[config.mk]
export PLATFORM = sky130hd
export DESIGN_NAME = dmi_jtag_dr_ctrl
export DESIGN_NICKNAME = d
export VERILOG_FILES = /design/src/rtl/dmi_jtag_dr_ctrl.sv
export SDC_FILE = /design/constraint.sdc
export NUM_CORES = 1
export LEC_CHECK = 0
export ABC_CLOCK_PERIOD_IN_PS = 1600
export CORE_ASPECT_RATIO = 1.75
export CORE_UTILIZATION = 30
export CTS_BUF_LIST = sky130_fd_sc_hd__clkbuf_8
export CTS_CLUSTER_SIZE = 20
export DETAILED_ROUTE_END_ITERATION = 10
export GPL_TIMING_DRIVEN = 0
export SLEW_MARGIN = 10
export SYNTH_ARGS = -nofsm -noshare
export SYNTH_HDL_FRONTEND = slang
export SYNTH_SLANG_ARGS = --single-unit
[constraint.sdc]
create_clock -name tck_i -period 1.6 [get_ports tck_i]
set_input_delay 0.32 -clock tck_i [delete_from_list [all_inputs] [get_ports tck_i]]
set_output_delay 0.32 -clock tck_i [all_outputs]
set_load 0.03 [all_outputs]
[src/rtl/dmi_jtag_dr_ctrl.sv]
// DMIACCESS data-register sequencer: owns the 41-bit DMI shift register, turns
// UpdateDr events into DMI requests and tracks the sticky dmistat error on tck_i.
module dmi_jtag_dr_ctrl #(
  parameter int unsigned AddrWidth = 7
) (
  input  logic                 tck_i,
  input  logic                 trst_ni,
  input  logic                 test_logic_reset_i,
  input  logic                 dmi_access_i,
  input  logic                 capture_dr_i,
  input  logic                 shift_dr_i,
  input  logic                 update_dr_i,
  input  logic                 dmi_tdi_i,
  output logic                 dmi_tdo_o,
  input  logic                 dmi_reset_i,
  output logic [1:0]           dmi_error_o,
  output logic                 dmi_req_valid_o,
  input  logic                 dmi_req_ready_i,
  output logic [AddrWidth-1:0] dmi_req_addr_o,
  output logic [31:0]          dmi_req_data_o,
  output logic [1:0]           dmi_req_op_o,
  input  logic                 dmi_resp_valid_i,
  output logic                 dmi_resp_ready_o,
  input  logic [31:0]          dmi_resp_data_i,
  input  logic                 dmi_resp_err_i
);

  localparam int unsigned DrWidth = AddrWidth + 34;

  typedef enum logic [2:0] {
    IDLE       = 3'd0,
    READ       = 3'd1,
    WAIT_READ  = 3'd2,
    WRITE      = 3'd3,
    WAIT_WRITE = 3'd4
  } state_e;

  state_e               state_r, state_s;
  logic [DrWidth-1:0]   dr_r, dr_s;
  logic [AddrWidth-1:0] address_r, address_s;
  logic [31:0]          data_r, data_s;
  logic [1:0]           error_r, error_s;
  logic                 busy_s, dr_update_s, dr_shift_s, dr_capture_s;
  logic                 busy_hit_s, fail_hit_s;

  // TAP phases are exclusive in practice; enforce update > shift > capture anyway.
  assign busy_s       = (state_r != IDLE);
  assign dr_update_s  = dmi_access_i & update_dr_i;
  assign dr_shift_s   = dmi_access_i & shift_dr_i & ~update_dr_i;
  assign dr_capture_s = dmi_access_i & capture_dr_i & ~update_dr_i & ~shift_dr_i;
  assign busy_hit_s   = busy_s & (dr_update_s | dr_capture_s);
  assign fail_hit_s   = dmi_resp_valid_i & dmi_resp_err_i &
                        ((state_r == WAIT_READ) | (state_r == WAIT_WRITE));

  // Request/response sequencing and latching of the request payload.
  always_comb begin
    state_s   = state_r;
    address_s = address_r;
    data_s    = data_r;
    if (test_logic_reset_i) begin
      state_s = IDLE;
    end else begin
      case (state_r)
        IDLE: begin
          if (dr_update_s && (error_r == 2'd0)) begin
            address_s = dr_r[DrWidth-1 -: AddrWidth];
            data_s    = dr_r[33:2];
            case (dr_r[1:0])
              2'd1:    state_s = READ;
              2'd2:    state_s = WRITE;
              default: state_s = IDLE;
            endcase
          end else begin
            state_s = IDLE;
          end
        end
        READ:  state_s = dmi_req_ready_i ? WAIT_READ : READ;
        WRITE: state_s = dmi_req_ready_i ? WAIT_WRITE : WRITE;
        WAIT_READ: begin
          if (dmi_resp_valid_i) begin
            state_s = IDLE;
            data_s  = dmi_resp_data_i;
          end else begin
            state_s = WAIT_READ;
          end
        end
        WAIT_WRITE: state_s = dmi_resp_valid_i ? IDLE : WAIT_WRITE;
        default:    state_s = IDLE;
      endcase
    end
  end

  // Shift register: capture reports Busy in the op field while a request is in flight.
  always_comb begin
    dr_s = dr_r;
    if (test_logic_reset_i) begin
      dr_s = '0;
    end else if (dr_shift_s) begin
      dr_s = {dmi_tdi_i, dr_r[DrWidth-1:1]};
    end else if (dr_capture_s) begin
      dr_s = {address_r, data_r, (busy_s ? 2'd3 : error_r)};
    end else begin
      dr_s = dr_r;
    end
  end

  // Sticky error: first error wins, only the two clears can lower it.
  always_comb begin
    error_s = error_r;
    if (test_logic_reset_i || dmi_reset_i) begin
      error_s = 2'd0;
    end else if (error_r != 2'd0) begin
      error_s = error_r;
    end else if (busy_hit_s) begin
      error_s = 2'd3;
    end else if (fail_hit_s) begin
      error_s = 2'd2;
    end else begin
      error_s = 2'd0;
    end
  end

  // State and datapath registers.
  always_ff @(posedge tck_i or negedge trst_ni) begin
    if (!trst_ni) begin
      state_r   <= IDLE;
      dr_r      <= '0;
      address_r <= '0;
      data_r    <= 32'd0;
      error_r   <= 2'd0;
    end else begin
      state_r   <= state_s;
      dr_r      <= dr_s;
      address_r <= address_s;
      data_r    <= data_s;
      error_r   <= error_s;
    end
  end

  // Request op decoded from the state register only.
  always_comb begin
    case (state_r)
      READ:    dmi_req_op_o = 2'd1;
      WRITE:   dmi_req_op_o = 2'd2;
      default: dmi_req_op_o = 2'd0;
    endcase
  end

  assign dmi_req_valid_o  = (state_r == READ) || (state_r == WRITE);
  assign dmi_resp_ready_o = ~dmi_req_valid_o;
  assign dmi_req_addr_o   = address_r;
  assign dmi_req_data_o   = data_r;
  assign dmi_error_o      = error_r;
  assign dmi_tdo_o        = dr_r[0];

endmodule

==> flow_metrics.env, run 1 <==
export IMPL_critical_path_depth=4
export IMPL_worstPathMaxFanout=6
export IMPL_critPathCaptureType="primary output"
export IMPL_ys_warn_count=0
export IMPL_yosys_top_cells_area="dfrtp_1, mux2i_1, o21ai_0, nand2_1, mux2_2"
export IMPL_place_gp_congestion=0.8237
export IMPL_syn_inst=381
export IMPL_min_from="test_logic_reset_i"
export IMPL_ios=90
export IMPL_status="finished with violations"
export IMPL_startpoint="state_r[2]"
export IMPL_vias=3222
export IMPL_timing_slew_headroom_pct=74.14
export IMPL_fin_nets=542
export IMPL_root_buffer="clkbuf_8"
export IMPL_crit_buf_inv=2
export IMPL_wl_per_cell_um=16.53
export IMPL_ys_flop_type="dfrtp_1"
export IMPL_fin_crit_sh_pct=101.8
export IMPL_place_ws_ns=-0.6046
export IMPL_cts_max_level=3
export IMPL_path_clk_slew_ns=0.08
export IMPL_violations="setup timing"
export IMPL_max_stage_delay_ns=0.46
export IMPL_tightest_slew_ns=0.3895
export IMPL_whs_path_depth=2
export IMPL_synth_cell_types=38
export IMPL_antenna_cells=0
export IMPL_hpwl_um=7652
export IMPL_viasPerCell=4.766
export IMPL_skew_ns=0.009418
export IMPL_yosysTopAreaCell="dfrtp_1"
export IMPL_cp_required_ns=1.28
export IMPL_globalRouteTotalUtil_pct=16.39
export IMPL_setup_viol=1
export IMPL_powerDensity_nw_per_um2=724.6
export IMPL_cts_tree="yes"
export IMPL_numCtsBuffers=9
export IMPL_io_buffers=88
export IMPL_synth_async_sr_flop_share_pct=100.0
export IMPL_die_h_um=156.1
export IMPL_p_total_uw=4097
export IMPL_synth_edf_count=0
export IMPL_final_min_clock_period_ns=1.628
export IMPL_crit_family="flip-flops"
export IMPL_r2r_cells=5
export IMPL_startpoint_type="register"
export IMPL_grt_pass1_vias=3345
export IMPL_core_area_um2=13310
export IMPL_r2r_start="state_r[0]"
export IMPL_grt_pass1_wl_um=17910
export IMPL_drc=0
export IMPL_synth_fp_nets=426
export IMPL_num_fill_cells=1313
export IMPL_setup_tns_ns=-0.02812
export IMPL_grt_max_degree=64
export IMPL_peakVddDrop_mv=0.3853
export IMPL_max_clock_path_buffers=2
export IMPL_fp_dieW_um=90.06
export IMPL_maxCapViolCount=0
export IMPL_drtIter0Drc=223
export IMPL_synth_area_um2=4071
export IMPL_start_util_pct=30.58
export IMPL_first_pass_iters=4
export IMPL_synth_seq_area_share_pct=52.24
export IMPL_wl_um=11170
export IMPL_yosys_area_top_type_share_pct=52.24
export IMPL_finalHoldViolations=0
export IMPL_cts_sinks=85
export IMPL_die_area_um2=14060
export IMPL_rows=56
export IMPL_antenna_found_initial=0
export IMPL_finish_utilization_pct=42.47
export IMPL_syn_to_final_growth_pct=38.88
export IMPL_crit_arrival_ns=1.31
export IMPL_ant_nets=0
export IMPL_fmax_mhz=614.2
export IMPL_syn_area_per_cell_um2=10.69
export IMPL_hold_ws_ns=0.2291
export IMPL_rsz0062_at_grt="yes"
export IMPL_hp_class="in -> reg"
export IMPL_synth_seq_cells=85
export IMPL_drive_above_1_share_pct=19.12
export IMPL_p_leak_uw=0.002753
export IMPL_clock_latency_ns=0.36
export IMPL_overflow=0
export IMPL_slew_violations=0
export IMPL_cpMaxStageDelayCell="dfrtp_2"
export IMPL_crit_chain="nand2b_4, inv_2, and2_4, buf_6"
export IMPL_crit_type="reg -> out"
export IMPL_layout_setup_ws_ns=-0.02812
-- placed cells by master, fill, tap and decap left out, types with 7 or more instances in the layout --
cell type	instances
clkdlybuf4s50_1	37
o21ai_1	12
mux2i_1	70
o21ai_0	49
nand2_1	74
buf_4	24
inv_1	7
clkbuf_8	10
dlygate4sd2_1	44
dfrtp_1	81
o21ai_2	11
-- registers in the layout, summed over array words and instances, names as in the netlist --
| name | cells |
|---|---|
| dmi_req_data_o | 32 |
| dmi_req_addr_o | 7 |
| dmi_error_o | 2 |
| state_r | 3 |
| dr_r | 41 |
-- cell families (layout without fill, tap and decap cells) --
| family | after synthesis | in the layout | share of synthesized area, % |
|---|---|---|---|
| AOI/OAI and AO/OA | 85 | 86 | 12.29 |
| xor gates and xnor gates | 2 | 2 | 0.4303 |
| adders and majority gates | 1 | 1 | 0.3073 |
| buffers and inverters | 28 | 148 | 4.148 |
| DFF | 85 | 85 | 52.24 |
| muxes | 79 | 79 | 19.67 |
| and+or+nand+nor | 101 | 101 | 10.91 |
-- metal layers --
layer,share of wire [%],global-route usage (%),routed length [um]
met5,0,0,0
met4,2.1,7.220,240
met3,2.7,2.339,297
met2,55,30.06,6175
met1,40,18.77,4458
-- synthesized netlist by cell type (2+ instances only) --
master    instances
mux2_2            8
dfrtp_1          85
buf_4             3
nor3_1            2
and2_1            3
nor3b_1           2
inv_1             3
nand3b_1          2
o21ai_2          10
o21a_1            2
buf_6             3
clkbuf_2          2
mux2i_1          71
o21ai_1           5
o21ai_0          57
clkbuf_1          3
or2_1             2
o31ai_1           2
buf_2            13
nand2b_1          2
nand2_1          75
nor2_1            6
a21oi_1           5
-- final timing paths --
path	to	slack, ns
hold reg to reg	dmi_req_data_o[20]	0.50
setup reg to reg	dmi_req_addr_o[4]	0
min in group asynchronous	dmi_req_data_o[12]	0.40
max in group asynchronous	dmi_error_o[0]	0.55
setup / recovery	dmi_req_op_o[1]	-0.03
hold / removal	state_r[2]	0.23
-- final cells by class --
class | instances | area (um2) | area share, %
Tap cell | 174 | 217.7 | 3.850
Inverter | 3 | 11.26 | 0.1992
Sequential cell | 85 | 2132 | 37.71
Multi-Input combinational cell | 269 | 1883 | 33.30
Buffer | 24 | 229.0 | 4.050
Clock buffer | 10 | 137.6 | 2.434
Timing Repair Buffer | 105 | 994.7 | 17.59
Clock inverter | 6 | 48.80 | 0.8630
-- repair_timing --
action	in CTS	in global routing
buffers inserted	6	8
endpoints found under the setup margin	124	66
gates cloned	1	1
hold buffers	1	0
gates resized for setup	94	39
hold endpoints to repair	22	0
pin swaps	3	6
-- power by group --
group          internal [uW]  switching [uW]  total, uW
clock network            738             737       1480
logic                    208             237        445
registers               2160            15.0       2180
-- per-stage QoR --
stage                     cell area [um2]  instances
after floorplan                      4078        381
after global placement               5176        643
after detailed placement             5201        644
after CTS                            5502        667
after global routing                 5654        676
final                                5654        676
Note: power is estimated with default switching activity, not from simulation.
==> run 2, diff against run 1 <==
- ABC_CLOCK_PERIOD_IN_PS: 1600 -> 1300
- CORE_MARGIN: not set -> 2
- clock period: 1.6 -> 1.3 ns (I/O delays scaled with it)
==> run 2 against run 1 <==
Compared with the run above: the flow still finishes with violations (setup timing); clock skew down 0.0027 ns; critical path depth stayed put; sequential power rose by 23%; via count down 0.71%; count of clock-buffer cells in the layout grew 1; global-route usage shrank 0.96 points; combinational power up 23%; flip-flop and latch count stayed put; core utilization down 0.16 points.
==> flow_metrics.env, run 2 (synthesis results as in run 1) <==
export IMPL_hp_class="in -> reg"
export IMPL_timing_slew_headroom_pct=78.36
export IMPL_grt_pass1_vias=3292
export IMPL_cp_required_ns=1.04
export IMPL_p_seq_share_pct=50.2
export IMPL_setup_viol=46
export IMPL_p_leak_uw=0.002690
export IMPL_skew_ns=0.006755
export IMPL_ant_nets=0
export IMPL_drtIter0Drc=127
export IMPL_overflow=0
export IMPL_switching_power_uw=1240
export IMPL_num_fill_cells=1334
export IMPL_io_buffers=88
export IMPL_r2r_cells=6
export IMPL_die_area_um2=14560
export IMPL_first_pass_iters=4
export IMPL_grt_max_degree=65
export IMPL_tightest_slew_ns=0.3230
export IMPL_multi_input_area_um2=1877
export IMPL_syn_to_final_growth_pct=38.35
export IMPL_crit_chain="nand2b_4, inv_4, and2_4, buf_6"
export IMPL_vias=3199
export IMPL_core_area_um2=13310
export IMPL_final_common_cell="dfrtp_1"
export IMPL_place_ws_ns=-0.8533
export IMPL_crit_arrival_ns=1.33
export IMPL_cts_max_level=3
export IMPL_globalRouteTotalUtil_pct=15.43
export IMPL_status="finished with violations"
export IMPL_largest_reg_flops=41
export IMPL_drive_above_1_share_pct=29.05
export IMPL_antenna_cells=0
export IMPL_worstPathMaxFanout=7
export IMPL_slew_violations=0
export IMPL_cts_tree="yes"
export IMPL_hpwl_um=7743
export IMPL_layout_setup_ws_ns=-0.2862
export IMPL_place_gp_congestion=0.7815
export IMPL_top_register="dr_r"
export IMPL_stdcell_area_um2=5633
export IMPL_r2r_end="dmi_req_addr_o[1]"
export IMPL_p_int_uw=4098
export IMPL_final_cell_mix="dfrtp_1, nand2_1, mux2i_1, o21ai_0, buf_2"
export IMPL_whs_path_depth=2
export IMPL_peakVddDrop_mv=0.5827
export IMPL_max_clock_path_buffers=2
export IMPL_clkPwrFrac_pct=39.5
export IMPL_r2r_slack_ns=-0.26
export IMPL_fin_cells=680
export IMPL_drc=0
export IMPL_wl_per_cell_um=15.91
export IMPL_max_stage_delay_ns=0.47
export IMPL_numCtsBuffers=9
export IMPL_root_buffer="clkbuf_8"
export IMPL_viasPerCell=4.704
export IMPL_cpMaxStageDelayCell="dfrtp_2"
export IMPL_seqCellArea_um2=2132
export IMPL_dp_cells=644
export IMPL_p_sw_share_pct=23.23
export IMPL_powerDensity_nw_per_um2=947.6
export IMPL_final_min_clock_period_ns=1.586
export IMPL_crit_type="reg -> out"
export IMPL_min_to="state_r[2]"
export IMPL_combPwrFrac_pct=10.2
export IMPL_fin_nets=546
export IMPL_r2r_start="state_r[1]"
export IMPL_fin_crit_sh_pct=122.0
export IMPL_start_util_pct=30.58
export IMPL_min_from="test_logic_reset_i"
export IMPL_rows=56
export IMPL_setup_tns_ns=-7.623
export IMPL_violations="setup timing"
export IMPL_finalHoldViolations=0
export IMPL_clock_latency_ns=0.36
export IMPL_startpoint_type="register"
export IMPL_die_h_um=158.1
export IMPL_ios=90
export IMPL_rsz0062_at_grt="yes"
export IMPL_fp_dieW_um=92.06
export IMPL_fmax_mhz=630.5
export IMPL_antenna_found_initial=0
export IMPL_cts_sinks=85
export IMPL_critPathCaptureType="primary output"
export IMPL_placed_cell_area_um2=5235
export IMPL_wl_um=10820
export IMPL_path_clk_slew_ns=0.08
export IMPL_grt_pass1_wl_um=17430
export IMPL_maxCapViolCount=0
run 2: changes by cell type in the layout (fill, tap and decap cells not counted), moves of 2 or more:
cell / previous run / this run
buf_2: 6 / 42
o21ai_1: 12 / 8
dlygate4sd2_1: 44 / 3
clkbuf_2: 3 / 0
o21ai_0: 49 / 54
buf_6: 4 / 13
inv_1: 7 / 3
clkbuf_8: 10 / 13
clkbuf_4: 1 / 3
run 2: per-layer routing:
metal | part of all wire [%] | GRT usage, % | vias up
met5 | 0 | 0 | -
met4 | 1.8 | 6.965 | 0
met3 | 3.7 | 2.285 | 11
met2 | 55 | 27.38 | 75
met1 | 39 | 18.36 | 1550
li1 | - | - | 1563
run 2: worst max path at each step:
stage	startpoint	endpoint	slack, ns	cells past startpoint
after global routing	state_r[2]	dmi_req_op_o[1]	-0.33	4
after detailed placement	dmi_access_i	dmi_req_data_o[27]	-0.85	5
after floorplan	dmi_error_o[0]	dmi_req_addr_o[0]	-0.23	4
after CTS	state_r[2]	dmi_req_op_o[1]	-0.28	4
after global placement	trst_ni	dmi_error_o[0]	-3.47	1
final	state_r[2]	dmi_req_op_o[1]	-0.29	4
run 2: power groups by stage:
stage	sequential, uW	clock, uW	combinational, uW
after detailed placement	2730	0	500
final	2680	2110	547
after global routing	2680	2260	594
after CTS	2680	2170	524
after floorplan	2750	0	180
after global placement	2730	0	487
run 2: timing repair:
action | CTS | global route
gates resized for setup | 273 | 35
gates cloned | 0 | 1
pin swaps | 5 | 7
hold buffers | 1 | 0
hold endpoints to repair | 21 | 0
setup endpoints to repair | 128 | 78
buffers inserted | 13 | 7
run 2: final cells by class:
cell class	count	share of cell area [%]
Sequential cell	85	37.85
Multi-Input combinational cell	268	33.32
Timing Repair Buffer	110	16.19
Buffer	24	4.509
Tap cell	174	3.865
Clock buffer	11	2.688
Clock inverter	5	1.333
Inverter	3	0.2443
run 2: worst max-delay path: cells and delay by family, from the launching register on:
kind / cells / cell delay (ns)
flip-flops: 1 / 0.47
AND/OR/NAND/NOR: 2 / 0.33
buffers and inverters: 2 / 0.17
run 2: through the flow:
step | utilization [%] | hold WS [ns] | power [uW]
after floorplan | - | -0.03559 | 2933
after global placement | 39.14 | 0.4859 | 3221
after detailed placement | 39.32 | 0.1821 | 3233
after CTS | 40.97 | 0.1510 | 5375
after global routing | 42.31 | 0.1646 | 5535
final | 42.31 | 0.1738 | 5338
==> run 3, diff against run 2 <==
- ABC_CLOCK_PERIOD_IN_PS: 1300 -> 1550
- PLACE_DENSITY: not set -> 0.51
- clock period: 1.3 -> 1.55 ns (I/O delays scaled with it)
==> run 3 against run 2 <==
Compared with the run above: the flow still finishes with violations (setup timing); worst setup slack better by 0.19 ns; clock power shrank 27%; cell count is 0.74% lower; global-route usage rose by 1.1 points; clock skew is 0.0037 ns higher; register-to-register slack better by 0.22 ns; combinational power shrank 16%; via count is 0.25% higher; largest power group unchanged.
==> flow_metrics.env, run 3 (synthesis results as in run 1) <==
export IMPL_grt_pass1_wl_um=18320
export IMPL_wl_per_cell_um=17.20
export IMPL_setup_tns_ns=-0.3832
export IMPL_die_area_um2=14560
export IMPL_rsz0062_at_grt="yes"
export IMPL_antenna_found_initial=0
export IMPL_met2_usage_pct=30.67
export IMPL_overflow=0
export IMPL_syn_to_final_growth_pct=40.14
export IMPL_max_clock_path_buffers=2
export IMPL_p_sw_share_pct=25.18
export IMPL_drive_above_1_share_pct=19.56
export IMPL_startpoint_type="register"
export IMPL_slew_violations=0
export IMPL_placed_cell_area_um2=5204
export IMPL_cts_sinks=85
export IMPL_rows=56
export IMPL_crit_chain="nand2b_4, inv_2, and2_4, buf_6"
export IMPL_hp_class="in -> reg"
export IMPL_finish_utilization_pct=42.86
export IMPL_fin_nets=542
export IMPL_path_clk_slew_ns=0.08
export IMPL_antenna_cells=0
export IMPL_start_util_pct=30.58
export IMPL_crit_arrival_ns=1.34
export IMPL_top_register="dr_r"
export IMPL_r2r_slack_ns=-0.04
export IMPL_clkPwrFrac_pct=36.1
export IMPL_maxCapViolCount=0
export IMPL_crit_buf_inv=2
export IMPL_crit_type="reg -> out"
export IMPL_cp_required_ns=1.24
export IMPL_tightest_slew_ns=0.5755
export IMPL_viasPerCell=4.751
export IMPL_p_seq_share_pct=53.0
export IMPL_cts_tree="yes"
export IMPL_hpwl_um=8050
export IMPL_violations="setup timing"
export IMPL_crit_family="flip-flops"
export IMPL_min_from="test_logic_reset_i"
export IMPL_io_buffers=88
export IMPL_globalRouteTotalUtil_pct=16.48
export IMPL_grtUsageMet1_pct=18.88
export IMPL_grt_busiest_layer="met2"
export IMPL_vias=3207
export IMPL_grt_max_degree=47
export IMPL_drc=0
export IMPL_combPwrFrac_pct=10.9
export IMPL_ios=90
export IMPL_numCtsBuffers=9
export IMPL_final_min_clock_period_ns=1.651
export IMPL_cpMaxStageDelayCell="dfrtp_2"
export IMPL_finalHoldViolations=0
export IMPL_status="finished with violations"
export IMPL_p_leak_uw=0.002746
export IMPL_peakVddDrop_mv=0.3051
export IMPL_r2r_start="dmi_error_o[0]"
export IMPL_num_fill_cells=1338
export IMPL_die_h_um=158.1
export IMPL_p_int_uw=3171
export IMPL_final_common_cell="dfrtp_1"
export IMPL_ant_nets=0
export IMPL_fin_crit_sh_pct=106.5
export IMPL_wl_um=11610
export IMPL_min_to="state_r[2]"
export IMPL_fmax_mhz=605.9
export IMPL_timing_slew_headroom_pct=61.64
export IMPL_skew_ns=0.01044
export IMPL_place_gp_congestion=0.7215
export IMPL_r2r_end="dmi_req_addr_o[0]"
export IMPL_cts_max_level=3
export IMPL_stdcell_area_um2=5705
export IMPL_whs_path_depth=2
export IMPL_seqCellArea_um2=2132
export IMPL_root_buffer="clkbuf_8"
export IMPL_clock_latency_ns=0.36
export IMPL_powerDensity_nw_per_um2=742.7
export IMPL_worstPathMaxFanout=6
export IMPL_r2r_cells=5
export IMPL_critPathCaptureType="primary output"
export IMPL_max_stage_delay_ns=0.47
export IMPL_drtIter0Drc=153
export IMPL_setup_viol=9
export IMPL_hold_ws_ns=0.2174
export IMPL_fp_dieW_um=92.06
export IMPL_core_area_um2=13310
export IMPL_final_cell_mix="dfrtp_1, nand2_1, mux2i_1, dlygate4sd2_1, clkdlybuf4s50_1"
export IMPL_multi_input_area_um2=1851
export IMPL_layout_setup_ws_ns=-0.1006
export IMPL_first_pass_iters=4
export IMPL_largest_reg_flops=41
export IMPL_place_ws_ns=-0.6822
export IMPL_grt_pass1_vias=3432
export IMPL_use_met3_pct=2.618
export IMPL_switching_power_uw=1067
## run 3: cell count changes in the layout (fill, tap and decap cells not counted), sizes merged
cell,delta
clkinv,+3
dlymetal6s2s,+1
clkbuf,-2
bufinv,-1
dlygate4sd2,+40
clkdlybuf4s15,+1
inv,-1
buf,-46
## run 3: how the worst max path moves through the flow
stage                          to  depth (start not counted)    startpoint
3_3_place_gp       dmi_error_o[0]                          1       trst_ni
5_1_grt           dmi_req_op_o[1]                          4    state_r[2]
6_report          dmi_req_op_o[1]                          4    state_r[2]
2_1_floorplan   dmi_req_addr_o[0]                          5    state_r[2]
3_5_place_dp   dmi_req_data_o[25]                          6  dmi_access_i
4_1_cts           dmi_req_op_o[1]                          4    state_r[2]
## run 3: final cells by class
cell class	count	share of cell area, %
well taps	174	3.816
repair buffers	106	18.64
flip-flops and latches	85	37.37
multi-input cells	268	32.43
clock buffers	9	2.171
plain buffers	24	4.386
clock inverters	6	0.9868
inverters	3	0.1974
## run 3: stage by stage
step | std cells | power, uW
after floorplan | 381 | 2455
after global placement | 643 | 2700
after detailed placement | 644 | 2712
after CTS | 673 | 4292
after global routing | 675 | 4427
final | 675 | 4238
## run 3: layer usage
| layer | up-vias | share of wire [%] |
|---|---|---|
| met4 | 0 | 1.3 |
| met5 | - | 0 |
| met1 | 1594 | 40 |
| met2 | 60 | 56 |
| met3 | 11 | 2.7 |
| li1 | 1542 | - |
## run 3: power by group through the flow
| stage | Clock [uW] | Combinational [uW] | Sequential, uW |
|---|---|---|---|
| floorplan | 0 | 147 | 2310 |
| global placement | 0 | 407 | 2290 |
| detailed placement | 0 | 419 | 2290 |
| CTS | 1590 | 452 | 2250 |
| global route | 1680 | 498 | 2250 |
| finish | 1530 | 460 | 2250 |
## run 3: what timing repair did
| item | CTS | global route |
|---|---|---|
| gates cloned | 2 | 2 |
| gates resized for setup | 121 | 35 |
| setup endpoints to repair | 124 | 75 |
| hold buffers | 1 | 0 |
| endpoints found under the hold margin | 39 | 0 |
| pin swaps | 5 | 9 |
| buffers inserted | 12 | 2 |
